`src/rtl/alu_pkg.sv`:
```
// Shared opcodes, controller state encoding and instruction layout for the ALU issue path.
package alu_pkg;

    localparam logic [3:0] OP_ADD    = 4'b0000;
    localparam logic [3:0] OP_SUB    = 4'b0011;
    localparam logic [3:0] OP_AND    = 4'b1000;
    localparam logic [3:0] OP_OR     = 4'b1001;
    localparam logic [3:0] OP_XOR    = 4'b1010;
    localparam logic [3:0] OP_NOT    = 4'b1011;
    localparam logic [3:0] OP_SHL    = 4'b1101;
    localparam logic [3:0] OP_PASS   = 4'b0100;
    localparam logic [3:0] OP_PASS_B = 4'b0110;
    localparam logic [3:0] OP_ZERO   = 4'b1111;

    typedef enum logic [1:0] {
        IDLE = 2'd0,
        READ = 2'd1,
        EXEC = 2'd2,
        WB   = 2'd3
    } state_t;

    typedef struct packed {
        logic [3:0] opsel;
        logic [3:0] rd;
        logic [3:0] rs1;
        logic [3:0] rs2;
    } instr_t;

endpackage

```
`src/rtl/alu_regfile.sv`:
```
// NREGS x DATA_W register file: two combinational read ports, writeback port
// and an external load port; writeback wins when both target the same entry.
module alu_regfile #(
    parameter int DATA_W = 32,
    parameter int NREGS  = 16
) (
    input  logic              clk,
    input  logic              rst_n,
    input  logic [3:0]        raddr1,
    input  logic [3:0]        raddr2,
    output logic [DATA_W-1:0] rdata1,
    output logic [DATA_W-1:0] rdata2,
    input  logic              wb_en,
    input  logic [3:0]        wb_addr,
    input  logic [DATA_W-1:0] wb_data,
    input  logic              ld_en,
    input  logic [3:0]        ld_addr,
    input  logic [DATA_W-1:0] ld_data
);

    logic [NREGS-1:0][DATA_W-1:0] mem;
    logic                         ld_take;

    assign ld_take = ld_en && !(wb_en && (wb_addr == ld_addr));

    always_ff @(posedge clk or negedge rst_n) begin
        if (!rst_n) begin
            mem <= '0;
        end else begin
            if (ld_take)
                mem[ld_addr] <= ld_data;
            if (wb_en)
                mem[wb_addr] <= wb_data;
        end
    end

    // Reads see pre-edge contents; writes land at the edge.
    assign rdata1 = mem[raddr1];
    assign rdata2 = mem[raddr2];

endmodule

```
`src/rtl/alu_issue_ctrl.sv`:
```
// Four-state sequencer feeding an external combinational ALU and writing results back.
// Optional macro ALU_FLAGS_EN adds registered zero/negative flags of the written value.
module alu_issue_ctrl
    import alu_pkg::*;
#(
    parameter int DATA_W = 32,
    parameter int NREGS  = 16
) (
    input  logic              clk,
    input  logic              rst_n,
    input  logic              instr_valid,
    output logic              instr_ready,
    input  logic [15:0]       instr,
    input  logic              ld_en,
    input  logic [3:0]        ld_addr,
    input  logic [DATA_W-1:0] ld_data,
    output logic [DATA_W-1:0] alu_a,
    output logic [DATA_W-1:0] alu_b,
    output logic [3:0]        alu_opsel,
    input  logic [DATA_W-1:0] alu_res,
    output logic              done,
    output logic [3:0]        done_rd,
`ifdef ALU_FLAGS_EN
    output logic              flag_z,
    output logic              flag_n,
`endif
    output logic [DATA_W-1:0] done_data
);

    state_t            state, state_nxt;
    instr_t            cur;
    logic [DATA_W-1:0] result;
    logic [DATA_W-1:0] rs1_data, rs2_data;

    always_ff @(posedge clk or negedge rst_n) begin
        if (!rst_n)
            state <= IDLE;
        else
            state <= state_nxt;
    end

    always_comb begin
        state_nxt = state;
        case (state)
            IDLE:    if (instr_valid) state_nxt = READ;
            READ:    state_nxt = EXEC;
            EXEC:    state_nxt = WB;
            WB:      state_nxt = IDLE;
            default: state_nxt = IDLE;
        endcase
    end

    assign instr_ready = (state == IDLE);

    always_ff @(posedge clk or negedge rst_n) begin
        if (!rst_n) begin
            cur       <= '0;
            alu_a     <= '0;
            alu_b     <= '0;
            alu_opsel <= OP_ZERO;
            result    <= '0;
            done      <= 1'b0;
            done_rd   <= '0;
            done_data <= '0;
        end else begin
            done <= 1'b0;
            case (state)
                IDLE: if (instr_valid) cur <= instr_t'(instr);
                READ: begin
                    alu_a     <= rs1_data;
                    alu_b     <= rs2_data;
                    alu_opsel <= cur.opsel;
                end
                EXEC: result <= alu_res;
                // done/done_* update on the same edge as the register-file write.
                WB: begin
                    done      <= 1'b1;
                    done_rd   <= cur.rd;
                    done_data <= result;
                    alu_opsel <= OP_ZERO;
                end
                default: ;
            endcase
        end
    end

`ifdef ALU_FLAGS_EN
    always_ff @(posedge clk or negedge rst_n) begin
        if (!rst_n) begin
            flag_z <= 1'b0;
            flag_n <= 1'b0;
        end else if (state == WB) begin
            flag_z <= (result == '0);
            flag_n <= result[DATA_W-1];
        end
    end
`endif

    alu_regfile #(
        .DATA_W (DATA_W),
        .NREGS  (NREGS)
    ) u_rf (
        .clk     (clk),
        .rst_n   (rst_n),
        .raddr1  (cur.rs1),
        .raddr2  (cur.rs2),
        .rdata1  (rs1_data),
        .rdata2  (rs2_data),
        .wb_en   (state == WB),
        .wb_addr (cur.rd),
        .wb_data (result),
        .ld_en   (ld_en),
        .ld_addr (ld_addr),
        .ld_data (ld_data)
    );

endmodule

```
`config.mk`:
```
export PLATFORM = sky130hd
export DESIGN_NAME = alu_issue_ctrl
export DESIGN_NICKNAME = d
export VERILOG_FILES = /design/src/rtl/alu_pkg.sv /design/src/rtl/alu_regfile.sv /design/src/rtl/alu_issue_ctrl.sv
export SDC_FILE = /design/constraint.sdc
export NUM_CORES = 2
export LEC_CHECK = 0
export CORE_MARGIN = 4
export CORE_UTILIZATION = 60
export CTS_CLUSTER_SIZE = 28
export DETAILED_ROUTE_END_ITERATION = 8
export PLACE_DENSITY = 0.8
export SKIP_LAST_GASP = 1
export SLEW_MARGIN = 20
export SYNTH_ARGS = -nofsm -noshare
export SYNTH_HDL_FRONTEND = slang
export SYNTH_SLANG_ARGS = --single-unit
export TNS_END_PERCENT = 1
```
`constraint.sdc`:
```
create_clock -name clk -period 2.75 [get_ports clk]
set_input_delay 0.55 -clock clk [delete_from_list [all_inputs] [get_ports clk]]
set_output_delay 0.55 -clock clk [all_outputs]
set_load 0.01 [all_outputs]
```
* Yosys cells after proc, flatten, opt, wreduce, memory -nomap -nowiden
Cells that the tools add are included.
** Word-level totals
- Logic and storage cells :: 63
- Flip-flop bits (word level) :: 667
- Bits of input ports :: 88
- Output and inout bits :: 106
** Operators by class
- $lt $le $gt $ge :: 6
- Eq/ne operators :: 5
- Reduce and logical (&&, ||, !) cells :: 8
- Multiplexer cells :: 16
** Operators with widths (count)
- 512-bit bitwise mux :: 2
- 512-bit 2-to-1 mux :: 2
- 32-bit binary-select mux with 4-bit select :: 2
- 32-bit demux with 4-bit select :: 2
- 32-bit 2-to-1 mux :: 4
- 4-bit by 5-bit < comparator with 1-bit output (second input constant) :: 4
- 4-bit by 1-bit >= comparator with 1-bit output (second input constant) :: 2
- 2-bit case mux with 4 select lines :: 1
- 4-bit case mux with 2 select lines :: 1
- 2-bit == test (second input constant) :: 2
- 4-bit == test :: 1
- 1-bit logical AND :: 4
- 2-bit by 1-bit == test with 1-bit output (second input constant) :: 1
- 2-bit zero test :: 1
- 2-bit 2-to-1 mux :: 1
- 2-bit != test (second input constant) :: 1
- 2-bit AND reduction :: 1
- 2-bit nonzero test :: 1
- 1-bit zero test :: 1
- 1-bit 2-to-1 mux :: 1

* Logic depth before layout (Yosys ltp)
- Word-level depth :: 8
- Mapped depth :: 9
- Mapped depth without buffers :: 6

* By module
From an unflattened synthesis, not the netlist that was laid out.
** Unflattened totals
- Cells, all modules :: 3723
- Area total of the unflattened synthesis :: 37729.9 sq um
** By module, submodules not included
- alu_regfile :: sequential area each 12812.3 sq um, cells an instance 3376, instances 1, area an instance 31821.8 sq um
- alu_issue_ctrl :: sequential area each 3883.7 sq um, cells an instance 347, instances 1, area an instance 5908.2 sq um

* Worst setup path after synthesis
No wires, ideal clock.
- Kind :: input-to-reg
- Start :: in ld_addr[2]
- End :: reg u_rf.mem[450] (netlist name)
- Library setup time :: 137 ps
- Arrival :: 1956 ps
- Cell stages on the path :: 9
- Path buffers :: 4
- Data required time :: 2613 ps
- Path slack :: 657 ps
- Path through :: buf_2 > xnor2_1 > and3_1 > buf_4 > buf_6 > a21oi_4 > buf_6 > mux2i_1 > a21oi_1
** On the way
- Word-level cells in the longest chain between the ends :: 8
- Elaborated cells on any way between the ends :: 13
- Classes of those cells :: 2 x order compare; 1 x eq/ne; 6 x mux; 4 x reduce/logical
** Ends and longest elaborated chain
- start: declaration :: RTL line alu_issue_ctrl.sv:15 : input logic [3:0] ld_addr,
- 4-bit by 5-bit < comparator with 1-bit output (not written as such) or 4-bit by 1-bit >= comparator with 1-bit output (tied branches) :: RTL line alu_regfile.sv:31 : mem[ld_addr] <= ld_data;
- 1-bit logical AND (not written as such) :: RTL line alu_regfile.sv:31
- 32-bit 2-to-1 mux (not written as such) :: RTL line alu_regfile.sv:31
- 32-bit demux with 4-bit select
- 512-bit bitwise mux :: RTL line alu_regfile.sv:31
- 512-bit 2-to-1 mux * :: RTL line alu_regfile.sv:30 : if (ld_take)
- 512-bit bitwise mux :: RTL line alu_regfile.sv:33 : mem[wb_addr] <= wb_data;
- 512-bit 2-to-1 mux * :: RTL line alu_regfile.sv:32 : if (wb_en)
- end signal: indexed assignment :: RTL line alu_regfile.sv:31
- end signal: indexed assignment :: RTL line alu_regfile.sv:33
- end: declaration :: RTL line alu_regfile.sv:21 : logic [NREGS-1:0][DATA_W-1:0] mem;
Mark *: on every way between the ends. The rest lies on a longest branch, timed or not.
A chain may end at the register's enable or synchronous reset.

* Worst setup path in the final report
- Start :: reg cur[4] (netlist name)
- End :: reg alu_a[23]
** On the way
- Word-level cells in the longest chain between the ends :: 2
** Ends and longest elaborated chain
- start: declaration :: RTL line alu_issue_ctrl.sv:31 : instr_t cur;
- start signal: assignment :: RTL line alu_issue_ctrl.sv:68 : IDLE: if (instr_valid) cur <= instr_t'(instr);
- 32-bit binary-select mux with 4-bit select :: RTL line alu_regfile.sv:38 : assign rdata1 = mem[raddr1];
- 32-bit 2-to-1 mux (not written as such) :: RTL line alu_regfile.sv:38
- end signal: assignment :: RTL line alu_issue_ctrl.sv:70 : alu_a <= rs1_data;
- end: declaration :: RTL line alu_issue_ctrl.sv:17 : output logic [DATA_W-1:0] alu_a,
Every way passes these cells. The select of a mux whose other input is x is not followed.

==> flow_summary_export.csv <==
group,metric,value,unit
power_and_ir_drop,swShare,41.0,%
floorplanning,rows,92,
power_and_ir_drop,p_int,0.0345,W
global_routing,track_usage,39.2,%
logic_synthesis,yosysMostFrequentCell,"dfrtp_1",
floorplanning,start_util,60.5,%
job,drv_cap,0,
power_and_ir_drop,seq_power_share,35.5,%
logic_synthesis,syn_area,38000,um2
timing,fmax,374,MHz
placed_design,gp_congestion,0.939,
floorplanning,ioPinCount,194,
clock_tree,cts_root_buf,"clkbuf_16",
logic_synthesis,yosys_warnings,0,
outcome,outcome,"complete, but fails checks",
timing,setup_viol,0,
logic_synthesis,avgSynthCellArea,10.1,um2
clock_tree,path_clk_slew,0.06,ns
placed_design,port-buffer-count,193,
clock_tree,cts_sinks,667,
drt,top_layer,"met5",
clock_tree,clk_latency,0.64,ns
finish,final.fill_count,4473,
placed_design,post-place-ws,-0.0303,ns
drt,wl_met1,48600,um
drt,totalWireLength,133000,um
setup_path,cp.required,3.30,ns
timing,fin_crit,2.67,ns
logic_synthesis,ys_seq_elements,667,
clock_tree,clockBufferDepth,3,
finish,drive_gt1_share,16.3,%
timing,rsz0062_at_grt,"no",
global_routing,antenna_found_initial,10,
placed_design,hpwlAfterDp,82700,um
floorplanning,core,62900,um2
floorplanning,die_h,260,um
logic_synthesis,ys_types,37,
power_and_ir_drop,totalPowerFinal,0.0585,W
logic_synthesis,syn-num-nets,3851,
timing,fin_ws,0.0792,ns
finish,fin_nets,3926,
timing,hold_violations,0,
power_and_ir_drop,clock_power_share,17.9,%
hold_path,hp-class,"primary input to async pin",
drt,firstDrtPassIters,9,
timing,slew_headroom,32.4,%
drt,wl_met3,19100,um
logic_synthesis,netlist_top_cells_area,"dfrtp_1 44%, mux2i_1 16%, mux4_2 7.6%",
timing,period_share,97.1,%
setup_path,critPathMaxFanout,11,
logic_synthesis,yosys.area.top_type,"dfrtp_1",
clock_tree,cts_buffers,73,
clock_tree,cts_setup_buffers,0,
global_routing,overflow,0,
logic_synthesis,yosys.area.top_type_share,43.6,%
finish,areaGrowthSynthToFinish,17.0,%
setup_path,endpoint_kind,"register",
timing,skew,0.0247,ns
power_and_ir_drop,cellLeakagePower,17.7,nW
setup_path,r2r_cells,7,
setup_path,startpoint_type,"register",
power_and_ir_drop,irDropWorstVdd,0.792,mV
power_and_ir_drop,comb_power_share,46.6,%
global_routing,grt_pass1_wl,201000,um
logic_synthesis,postSynthCellCount,3759,
logic_synthesis,synthArstFlopShare,100,%
setup_path,crit_type,"register to register",
drt,first_iter_violations,4741,
setup_path,crit_arrival,3.22,ns
drt,met2_length,56600,um
clock_tree,htree_levels,3,
setup_path,reg2reg_from,"cur[4]$_DFFE_PN0P_",
drt,drcViolationCount,4,
timing,tightest_slew,1.01,ns
global_routing,grt_pass1_vias,32736,
power_and_ir_drop,power.density,1310,nW/um2
global_routing,grt_max_degree,89,
clock_tree,cts_tree,"yes",
outcome,violations,"DRC",
timing,final_max_slew_viol_count,0,
drt,post_drt_via_cell_ratio,6.92,
drt,num_vias,32843,
logic_synthesis,synth_edf_count,0,
logic_synthesis,synth-seq-area-share,43.9,%
floorplanning,dieWidth,260,um
power_and_ir_drop,p_switching,0.0240,W
floorplanning,die-area,67500,um2
logic_synthesis,ys.flop_type,"dfrtp_1",
setup_path,crit_path_start,"cur[4]$_DFFE_PN0P_",
logic_synthesis,yosys-top-cells-count,"663 x dfrtp_1, 616 x mux2i_1, 605 x nor2_1",
drt,wl_per_cell,28.0,um
drt,postRouteAntennaNets,0,
-- worst max-delay path, cell delays in order, from the launching register on --
cell and delay (ns):
dfrtp_2 0.77, nor2_4 0.24, buf_4 0.28, a22o_1 0.22, a2111oi_0 0.63, buf_4 0.22
a21oi_1 0.05, a21oi_1 0.16
-- metal layers --
metal | vias up | track usage (%)
li1 | 13626 | -
met4 | 10 | 21.0
met5 | - | 0.365
met1 | 15949 | 52.2
met2 | 2608 | 56.8
met3 | 650 | 13.4
-- final timing paths --
| check | end | slack, ns |
|---|---|---|
| worst max-delay path | alu_a[23]$_DFFE_PN0P_ | 0.08 |
| worst min-delay path | done_data[4]$_DFFE_PN0P_ | 0.48 |
| worst max register to register | alu_a[23]$_DFFE_PN0P_ | 0.08 |
| worst min register to register | alu_opsel[1]$_DFFE_PN1P_ | 0.48 |
| max in group asynchronous | u_rf.mem[344]$_DFF_PN0_ | 1.41 |
| min in group clk | alu_opsel[1]$_DFFE_PN1P_ | 0.48 |
-- cells in the final DEF, fill, tap and decap left out, drive strengths merged, types with 5 or more instances in the layout --
master / synthesis / routed
a2111oi: 44 / 44
a211oi: 44 / 44
a21oi: 505 / 505
a22o: 44 / 44
a22oi: 40 / 40
a31oi: 148 / 148
and2: 5 / 5
and3: 5 / 5
buf: 146 / 210
bufinv: 0 / 8
clkbuf: 257 / 108
clkdlybuf4s50: 0 / 192
clkinv: 0 / 10
dfrtp: 663 / 663
diode: 0 / 6
inv: 4 / 7
mux2: 127 / 127
mux2i: 616 / 616
mux4: 128 / 128
nand2: 265 / 265
nand3: 17 / 17
nand4: 6 / 6
nor2: 605 / 605
nor2b: 59 / 59
o21ai: 6 / 6
-- final cells by class --
| class | count | area [um2] | share of cell area, % |
|---|---|---|---|
| timing repair buffer | 403 | 4450 | 10.0 |
| clock buffer | 108 | 2170 | 4.88 |
| sequential | 667 | 16700 | 37.6 |
| clock inverter | 25 | 347 | 0.779 |
| multi-input combinational | 2685 | 19700 | 44.3 |
| inverter | 4 | 15.0 | 0.0337 |
| antenna | 6 | 15.0 | 0.0337 |
| tap | 846 | 1060 | 2.38 |
-- sequential cells by signal, summed over array words and instances (netlist names) --
signal / count
state: 2
result: 32
alu_opsel: 4
alu_b: 32
done_data: 32
cur: 16
alu_a: 32
done: 1
done_rd: 4
u_rf.mem: 512
-- timing repair --
item / 4_1_cts / 5_1_grt
hold buffers: 1 / 0
hold endpoints to repair: 35 / 0
gates resized for setup: 0 / 0
-- per-stage QoR --
step	setup TNS [ns]	util [%]	hold WS, ns	instance area [um2]	std cells
final	0	70.8	0.477	44500	4744
after global routing	0	70.8	0.497	44500	4740
after CTS	0	70.8	0.481	44500	4738
after global placement	0	66.8	0.459	42000	4604
after floorplan	0	-	0.254	38000	3759
after detailed placement	-0.434	66.8	0.469	42000	4604
-- power groups by stage --
stage / clock [W] / sequential, W / combinational (W)
3_5_place_dp: 0 / 0.0203 / 0.0265
5_1_grt: 0.0109 / 0.0212 / 0.0289
6_report: 0.0105 / 0.0208 / 0.0273
4_1_cts: 0.0105 / 0.0203 / 0.0267
2_1_floorplan: 0 / 0.0175 / 0.0182
3_3_place_gp: 0 / 0.0201 / 0.0256
-- logic make-up (layout without fill, tap and decap cells) --
group	Yosys count	after routing	share of synthesized area (%)
AOI/OAI and AO/OA	840	840	13.3
buffers and inverters	407	540	4.88
xor gates and xnor gates	4	4	0.0921
other	0	6	0
muxes	871	871	27.6
and+or+nand+nor	966	966	10.1
adders and majority gates	4	4	0.132
DFF	667	667	43.9
Note: power is estimated with default switching activity, not from simulation.
